$ cat src/rtl/cvxif_pkg.sv
// ---------------------------------------------------------------------------
// cvxif_pkg
// Shared CV-X-IF type widths for the coprocessor result path.
// Revision: 1.0
// ---------------------------------------------------------------------------
`default_nettype none

package cvxif_pkg;
  parameter int unsigned X_ID_WIDTH = 4;
endpackage

`default_nettype wire

$ cat src/rtl/cvxif_result_tx.sv
// ---------------------------------------------------------------------------
// cvxif_result_tx
// Result queue between the MAC unit and the CV-X-IF result channel, with
// in-order issue, flush, and duplicate pending-ID detection.
// Revision: 1.0
// ---------------------------------------------------------------------------
`default_nettype none

module cvxif_result_tx
  import cvxif_pkg::*;
#(
  parameter int unsigned DEPTH = 4
) (
  input  logic                      clk_i,
  input  logic                      rst_i,
  input  logic                      in_valid_i,
  output logic                      in_ready_o,
  input  logic [X_ID_WIDTH-1:0]     in_id_i,
  input  logic [31:0]               in_data_i,
  input  logic [4:0]                in_rd_i,
  input  logic                      in_we_i,
  output logic                      result_valid_o,
  input  logic                      result_ready_i,
  output logic [X_ID_WIDTH-1:0]     result_id_o,
  output logic [31:0]               result_data_o,
  output logic [4:0]                result_rd_o,
  output logic                      result_we_o,
  input  logic                      flush_i,
  output logic [$clog2(DEPTH):0]    count_o,
  output logic                      dup_err_o
);

  localparam int unsigned C_PTR_W = $clog2(DEPTH);
  localparam int unsigned C_CNT_W = C_PTR_W + 1;
  localparam int unsigned C_NUM_ID = 2 ** X_ID_WIDTH;

  logic [C_PTR_W-1:0]    r_wptr;
  logic [C_PTR_W-1:0]    r_rptr;
  logic [C_CNT_W-1:0]    r_count;
  logic [C_NUM_ID-1:0]   r_pending;
  logic                  r_dup_err;

  logic [X_ID_WIDTH-1:0] r_id_q   [DEPTH];
  logic [31:0]           r_data_q [DEPTH];
  logic [4:0]            r_rd_q   [DEPTH];
  logic                  r_we_q   [DEPTH];

  logic                  w_push;
  logic                  w_pop;
  logic [X_ID_WIDTH-1:0] w_head_id;
  logic                  w_dup;
  logic [C_NUM_ID-1:0]   w_pending_nxt;

  assign in_ready_o     = (r_count < C_CNT_W'(DEPTH));
  assign result_valid_o = (r_count != '0);
  assign w_push         = in_valid_i && in_ready_o && !flush_i;
  assign w_pop          = result_valid_o && result_ready_i && !flush_i;
  assign w_head_id      = r_id_q[r_rptr];

  // Empty queue presents zeros so stale storage never leaks onto the bus.
  assign result_id_o   = result_valid_o ? w_head_id         : '0;
  assign result_data_o = result_valid_o ? r_data_q[r_rptr]  : '0;
  assign result_rd_o   = result_valid_o ? r_rd_q[r_rptr]    : '0;
  assign result_we_o   = result_valid_o ? r_we_q[r_rptr]    : 1'b0;
  assign count_o       = r_count;
  assign dup_err_o     = r_dup_err;

  // A same-cycle pop of the same ID releases the bit before the push re-arms it.
  assign w_dup = w_push && r_pending[in_id_i] && !(w_pop && (w_head_id == in_id_i));

  always_comb begin
    w_pending_nxt = r_pending;
    if (w_pop) begin
      w_pending_nxt[w_head_id] = 1'b0;
    end
    if (w_push) begin
      w_pending_nxt[in_id_i] = 1'b1;
    end
  end

  always_ff @(posedge clk_i) begin
    if (rst_i) begin
      r_wptr    <= '0;
      r_rptr    <= '0;
      r_count   <= '0;
      r_pending <= '0;
      r_dup_err <= 1'b0;
    end else if (flush_i) begin
      r_wptr    <= '0;
      r_rptr    <= '0;
      r_count   <= '0;
      r_pending <= '0;
    end else begin
      if (w_push) begin
        r_wptr <= r_wptr + C_PTR_W'(1);
      end
      if (w_pop) begin
        r_rptr <= r_rptr + C_PTR_W'(1);
      end
      case ({w_push, w_pop})
        2'b10:   r_count <= r_count + C_CNT_W'(1);
        2'b01:   r_count <= r_count - C_CNT_W'(1);
        default: r_count <= r_count;
      endcase
      r_pending <= w_pending_nxt;
      if (w_dup) begin
        r_dup_err <= 1'b1;
      end
    end
  end

  always_ff @(posedge clk_i) begin
    if (w_push) begin
      r_id_q[r_wptr]   <= in_id_i;
      r_data_q[r_wptr] <= in_data_i;
      r_rd_q[r_wptr]   <= in_rd_i;
      r_we_q[r_wptr]   <= in_we_i;
    end
  end

endmodule

`default_nettype wire

$ cat config.mk
export PLATFORM = sky130hd
export DESIGN_NAME = cvxif_result_tx
export DESIGN_NICKNAME = d
export VERILOG_FILES = /design/src/rtl/cvxif_pkg.sv /design/src/rtl/cvxif_result_tx.sv
export SDC_FILE = /design/constraint.sdc
export NUM_CORES = 1
export LEC_CHECK = 0
export CAP_MARGIN = 20
export CORE_UTILIZATION = 56
export DETAILED_ROUTE_END_ITERATION = 7
export PLACE_DENSITY = 0.81
export SLEW_MARGIN = 20
export SYNTH_ARGS = -nofsm -noshare
export SYNTH_HDL_FRONTEND = slang
export SYNTH_SLANG_ARGS = --single-unit
$ cat constraint.sdc
create_clock -name clk_i -period 3.5 [get_ports clk_i]
set_input_delay 0.35 -clock clk_i [delete_from_list [all_inputs] [get_ports clk_i]]
set_output_delay 0.35 -clock clk_i [all_outputs]
set_load 0.1 [all_outputs]
==> results.toml, run 1 <==
[status]
outcome = "completed"

[synth]
synthTopCellsByArea = "edfxtp_1 (66%), mux4_2 (14%), dfxtp_1 (6.8%)"
syn_area_per_cell_um2 = 18.1
ys_ff_latch = 194
seq_area_frac_synth_pct = 72.6
synth_fp_nets = 477
yosysTopAreaCellShare_pct = 65.8
netlist.top_cell.by_area = "edfxtp_1"
netlist_instances = 424
synth_area_um2 = 7670
ys.warnings.count = 0
synth.distinct_cells = 32

[global_route]
grt_max_degree = 44
grt_pass1_vias = 4216
grt_antenna_before_repair = 0
track_usage_pct = 21.1
grt_pass1_wl_mm = 22.0
overflow = 0

[floorplan]
start_util_pct = 57.7
core_area_um2 = 13300
die-height_um = 119
die_area_um2 = 14200
rows = 42
die_x_um = 119
io-pin-count = 95

[worst_setup_path]
endpoint_kind = "output port"
endpoint = "result_data_o[31]"
reg2reg_depth = 9
r2r_start = "count_o[2]"
crit_fanout = 24
rr_endpoint = "count_o[2]"
critPathKind = "reg2out"
crit_required_ns = 3.15
cp-start-kind = "flip-flop"
reg2reg_slack_ns = 1.18
crit_arrival_ns = 2.27

[detailed_routing]
wire_per_inst_um = 19.7
routed_via_density = 5.75
drc = 0
antenna_left = 0
drtPass1Iterations = 5
via_count = 4085
routed_wl_mm = 14.0
dr.first_iter.drc_count = 365

[power]
pwr-share-seq_pct = 54.4
combPwrFrac_pct = 7.2
clockPowerShare_pct = 38.4
p_int_mw = 3.69
power_switching_uw = 999
p_leak_nw = 3.02
ir_worst_vdd_v = 0.000325
p_per_area_nw_per_um2 = 507
p_sw_share_pct = 21.3

[place]
port_buffers = 94
dpl_worst_slack_ns = 0.818
place_congestion = 0.795
postPlaceCellArea_um2 = 8690
dpl.hpwl_mm = 8.31

[layout]
final_util_pct = 69.5
nFillCells = 838
layout.nets = 575
area_growth_pct = 20.5
design_area_um2 = 9240
antennaDiodeCount = 0
drive_gt1_share_pct = 24.1

[timing]
clock.fmax_ghz = 0.381
setup_ws_ns = 0.877
min_period_ns = 2.62
max_slew_margin_pct = 35.1
fin_hold_ws_ns = 0.458
period_share_pct = 74.9
rsz0062_at_grt = "false"
setup-tns-final_ns = 0
hold_viol_final = 0
worstMarginPinSlew_ns = 0.970
setup_viol = 0
skew_ns = 0.0107
slew_violations = 0

[clock_tree]
cts_buffers = 17
cts_root_buffer = "clkbuf_16"
cts_tree = "built"
post_cts_buffers = 0
cts_htree_levels = 4
clockBufferDepth = 2
clock_sinks = 194
cts_resized = 0
hold_buffers = 0
clk_pin_slew_worst_paths_ns = 0.06
clk-insertion-delay-late_ns = 0.42

[min_path]
min_path_type = "reg2reg"

[job]
maxCapViolCount = 0
metrics by stage:
stage,instances,power (mW)
floorplan,424,2.81
global placement,679,2.93
detailed placement,679,2.94
CTS,711,4.72
global route,711,4.83
finish,711,4.69
layer usage:
layer / part of all wire [%] / up-vias / GRT usage, % / routed length, um
li1: - / 1842 / - / -
met1: 42 / 2094 / 27.2 / 5850
met2: 52 / 139 / 34.5 / 7280
met3: 4.7 / 10 / 4.89 / 660
met4: 1.4 / 0 / 9.18 / 194
met5: 0 / - / 0 / 0
sequential cells by signal, summed over array words and instances (netlist names), named ones only:
signal and flops:
r_we_q 4, dup_err_o 1, r_pending 16, r_data_q 128, r_rptr 2, r_rd_q 20
r_wptr 2, r_id_q 16, count_o 3
cell usage in the layout, fill, tap and decap left out, types with 2 or more instances in the layout:
cell type and instances:
xnor2_1 6, and2_1 43, nand2_1 14, nor3b_1 3, or3_1 2, clkinv_1 7, nand3_1 8, clkinv_2 2
o21ai_1 4, buf_4 50, xor2_1 3, nand2b_1 2, clkbuf_16 17, ha_1 5, a21oi_1 20, bufinv_16 2
mux4_2 46, nand3b_1 5, edfxtp_1 168, clkdlybuf4s50_1 51, dfxtp_1 24, clkinvlp_4 2, and3_2 4, o21ai_0 14
inv_1 8, nor2_1 10
how the worst min path moves through the flow:
stage	end	slack, ns	depth (start not counted)	start
2_1_floorplan	dup_err_o	0.42	1	rst_i
3_3_place_gp	dup_err_o	0.44	2	dup_err_o
3_5_place_dp	dup_err_o	0.45	2	dup_err_o
4_1_cts	dup_err_o	0.46	2	dup_err_o
5_1_grt	dup_err_o	0.47	2	dup_err_o
6_report	dup_err_o	0.46	2	dup_err_o
Yosys cell counts:
cell and instances:
edfxtp_1 168, mux4_2 46, and2_1 43, dfxtp_1 26, a21oi_1 20, nand2_1 14
o21ai_0 14, clkbuf_1 13, nor2_1 10, inv_1 8, nand3_1 8, buf_2 7
xnor2_1 6, and3_1 5, ha_1 5, nand3b_1 5, o21ai_1 4, nor3b_1 3
xor2_1 3, buf_6 2, nand2b_1 2, or3_1 2, a22oi_1 1, a31oi_1 1
and3b_1 1, buf_4 1, fa_1 1, nor2b_1 1, nor3_1 1, or2_1 1
or2_2 1, or3b_4 1
area by class of cell:
cell class              instances  area [um^2]  share of cell area [%]
clock buffers                  18          429                    4.64
multi-input cells             199         1970                    21.3
well taps                     176          220                    2.38
repair buffers                102          906                    9.80
clock inverters                14          120                    1.30
flip-flops and latches        194         5570                    60.3
inverters                       8         30.0                   0.325
critical path: stages (launching register included):
cell     delay [ns]
dfxtp_4        0.60
buf_12         0.28
mux4_2         0.54
and2_1         0.18
buf_4          0.23
cell families after synthesis:
family                     Yosys count  share of synthesized area, %
DFF                                194                          72.6
buffers and inverters               31                          1.88
muxes                               46                          13.5
adders and majority gates            6                          1.08
and+or+nand+nor                     98                          7.29
AOI/OAI and AO/OA                   40                          2.66
xor gates and xnor gates             9                          1.03
power by group through the flow:
stage	logic, mW	clock network [mW]	registers, mW
3_5_place_dp	0.336	0	2.60
4_1_cts	0.339	1.83	2.55
2_1_floorplan	0.208	0	2.61
5_1_grt	0.353	1.92	2.55
6_report	0.336	1.80	2.55
3_3_place_gp	0.330	0	2.60
Power figures use the tool's default switching activity.
==> run 2, diff against run 1 <==
Settings changed: CORE_UTILIZATION 56 to 50, PLACE_DENSITY 0.81 to 0.77.
Clock period 3.5 ns to 2.22 ns, I/O delays scaled along.
==> results.toml, run 2 (synthesis gave the netlist of run 1 again) <==
[floorplan]
die_area_um2 = 15800
start_util_pct = 52.0
io-pin-count = 95
core_area_um2 = 14800
die_x_um = 126
rows = 44
die-height_um = 126

[timing]
rsz0062_at_grt = "true"
min_period_ns = 2.19
hold_viol_final = 0
max_slew_margin_pct = 65.6
clock.fmax_ghz = 0.456
setup_viol = 0
worstMarginPinSlew_ns = 0.515
period_share_pct = 98.8
skew_ns = 0.0117
fin_hold_ws_ns = 0.350
slew_violations = 0

[worst_setup_path]
critPathSlowestCell = "mux4_2"
reg2reg_depth = 6
critPathKind = "reg2out"
path_common_cell = "buf_12"
crit_chain = "buf_6 -> buf_12 -> mux4_2 -> and2_4 -> buf_12"
crit_arrival_ns = 1.97
endpoint_kind = "output port"
rr_endpoint = "r_pending[0]"
cp_slowest_stage_delay_ns = 0.52
cp-start-kind = "flip-flop"
crit_fanout = 6
reg2reg_slack_ns = 0.15
crit_required_ns = 2.00

[layout]
layout.nets = 602
antennaDiodeCount = 0
reg_top3 = "r_data_q: 128 flops, r_rd_q: 20 flops"
area_growth_pct = 34.6
final_common_cell = "edfxtp_1"
final_cell_mix = "edfxtp_1 (168), buf_12 (56), mux4_2 (46), clkdlybuf4s50_1 (46), and2_4 (27)"
drive_gt1_share_pct = 35.9
top_register = "r_data_q"
final_util_pct = 70.0
largest_reg_flops = 128
nFillCells = 932

[clock_tree]
cts_root_buffer = "clkbuf_16"
cts_tree = "built"
clk_pin_slew_worst_paths_ns = 0.07
clock_sinks = 194
hold_buffers = 0
clockBufferDepth = 2
cts_htree_levels = 4
cts_buffers = 17
clk-insertion-delay-late_ns = 0.43

[min_path]
worstHoldStart = "rst_i"
holdPathEnd = "dup_err_o"
min_path_type = "in2reg"
holdPathStages = 2

[power]
combPwrFrac_pct = 8.7
finalPower_mw = 7.63
ir_worst_vdd_v = 0.000602
p_leak_nw = 3.40
clockPowerShare_pct = 38.6
pwr-share-seq_pct = 52.7
power_switching_mw = 1.67
p_int_mw = 5.95
p_per_area_nw_per_um2 = 739
p_sw_share_pct = 22.0

[detailed_routing]
drtPass1Iterations = 6
drc = 0
routed_via_density = 5.67
via_count = 4233
routed_wl_mm = 15.7
wire_per_inst_um = 21.0
antenna_left = 0
dr.first_iter.drc_count = 386

[place]
port_buffers = 94
place_congestion = 0.859
dpl.hpwl_mm = 9.67

[global_route]
grt_antenna_before_repair = 0
overflow = 0
grt_pass1_vias = 4404
grt_use_met2_pct = 34.8
busiest_layer = "met2"
grt_pass1_wl_mm = 24.2
grt_util_met1_pct = 27.4
met3_usage_pct = 4.42
grt_max_degree = 44
track_usage_pct = 21.0

[status]
outcome = "completed"

[job]
maxCapViolCount = 0
## run 2: worst max-delay path: cells and delay by family (launching register included)
family | cells | cell delay (ns)
multiplexers | 1 | 0.52
AND/OR/NAND/NOR | 1 | 0.19
buffers and inverters | 3 | 0.43
flip-flops | 1 | 0.39
## run 2: how the worst max path moves through the flow
stage               start           endpoint  slack (ns)  cells after the start
2_1_floorplan  count_o[1]         count_o[2]       0.006                     10
3_5_place_dp      flush_i         count_o[2]       -0.07                     10
5_1_grt         flip-flop  result_data_o[31]       -0.02                      5
3_3_place_gp      flush_i         count_o[2]        0.01                     10
4_1_cts         flip-flop  result_data_o[31]     0.00001                      5
6_report        flip-flop  result_data_o[31]        0.03                      5
## run 2: through the flow
stage / TNS (ns) / setup WS (ns) / instances / instance area, um^2
detailed placement: -0.0659 / -0.0659 / 702 / 9480
global route: -0.115 / -0.0223 / 746 / 10300
finish: 0 / 0.0265 / 746 / 10300
floorplan: 0 / 0.00583 / 424 / 7710
global placement: 0 / 0.0132 / 702 / 9480
CTS: 0 / 0.0000118 / 741 / 10200
## run 2: area by class of cell
class | count | area [um^2] | area share, %
clock inverters | 11 | 101 | 0.982
well taps | 184 | 230 | 2.23
clock buffers | 21 | 480 | 4.65
inverters | 8 | 30.0 | 0.291
multi-input cells | 199 | 2050 | 19.9
repair buffers | 129 | 1850 | 17.9
flip-flops and latches | 194 | 5580 | 54.1
## run 2: layer usage
layer,vias up,routed length [um]
li1,1899,-
met1,2132,6540
met2,172,8100
met3,30,749
met4,0,293
met5,-,0
## run 2: what timing repair did
item / 4_1_cts / 5_1_grt
endpoints found under the hold margin: 0 / 0
buffers inserted: 5 / 4
endpoints found under the setup margin: 35 / 31
gates resized for setup: 14 / 23
gates cloned: 2 / 1
## run 2: power groups by stage
| stage | registers, mW | clock network [mW] | logic, mW |
|---|---|---|---|
| final | 4.02 | 2.94 | 0.663 |
| after global routing | 4.02 | 3.13 | 0.691 |
| after CTS | 4.02 | 2.97 | 0.648 |
| after detailed placement | 4.10 | 0 | 0.635 |
| after global placement | 4.09 | 0 | 0.622 |
| after floorplan | 4.10 | 0 | 0.332 |
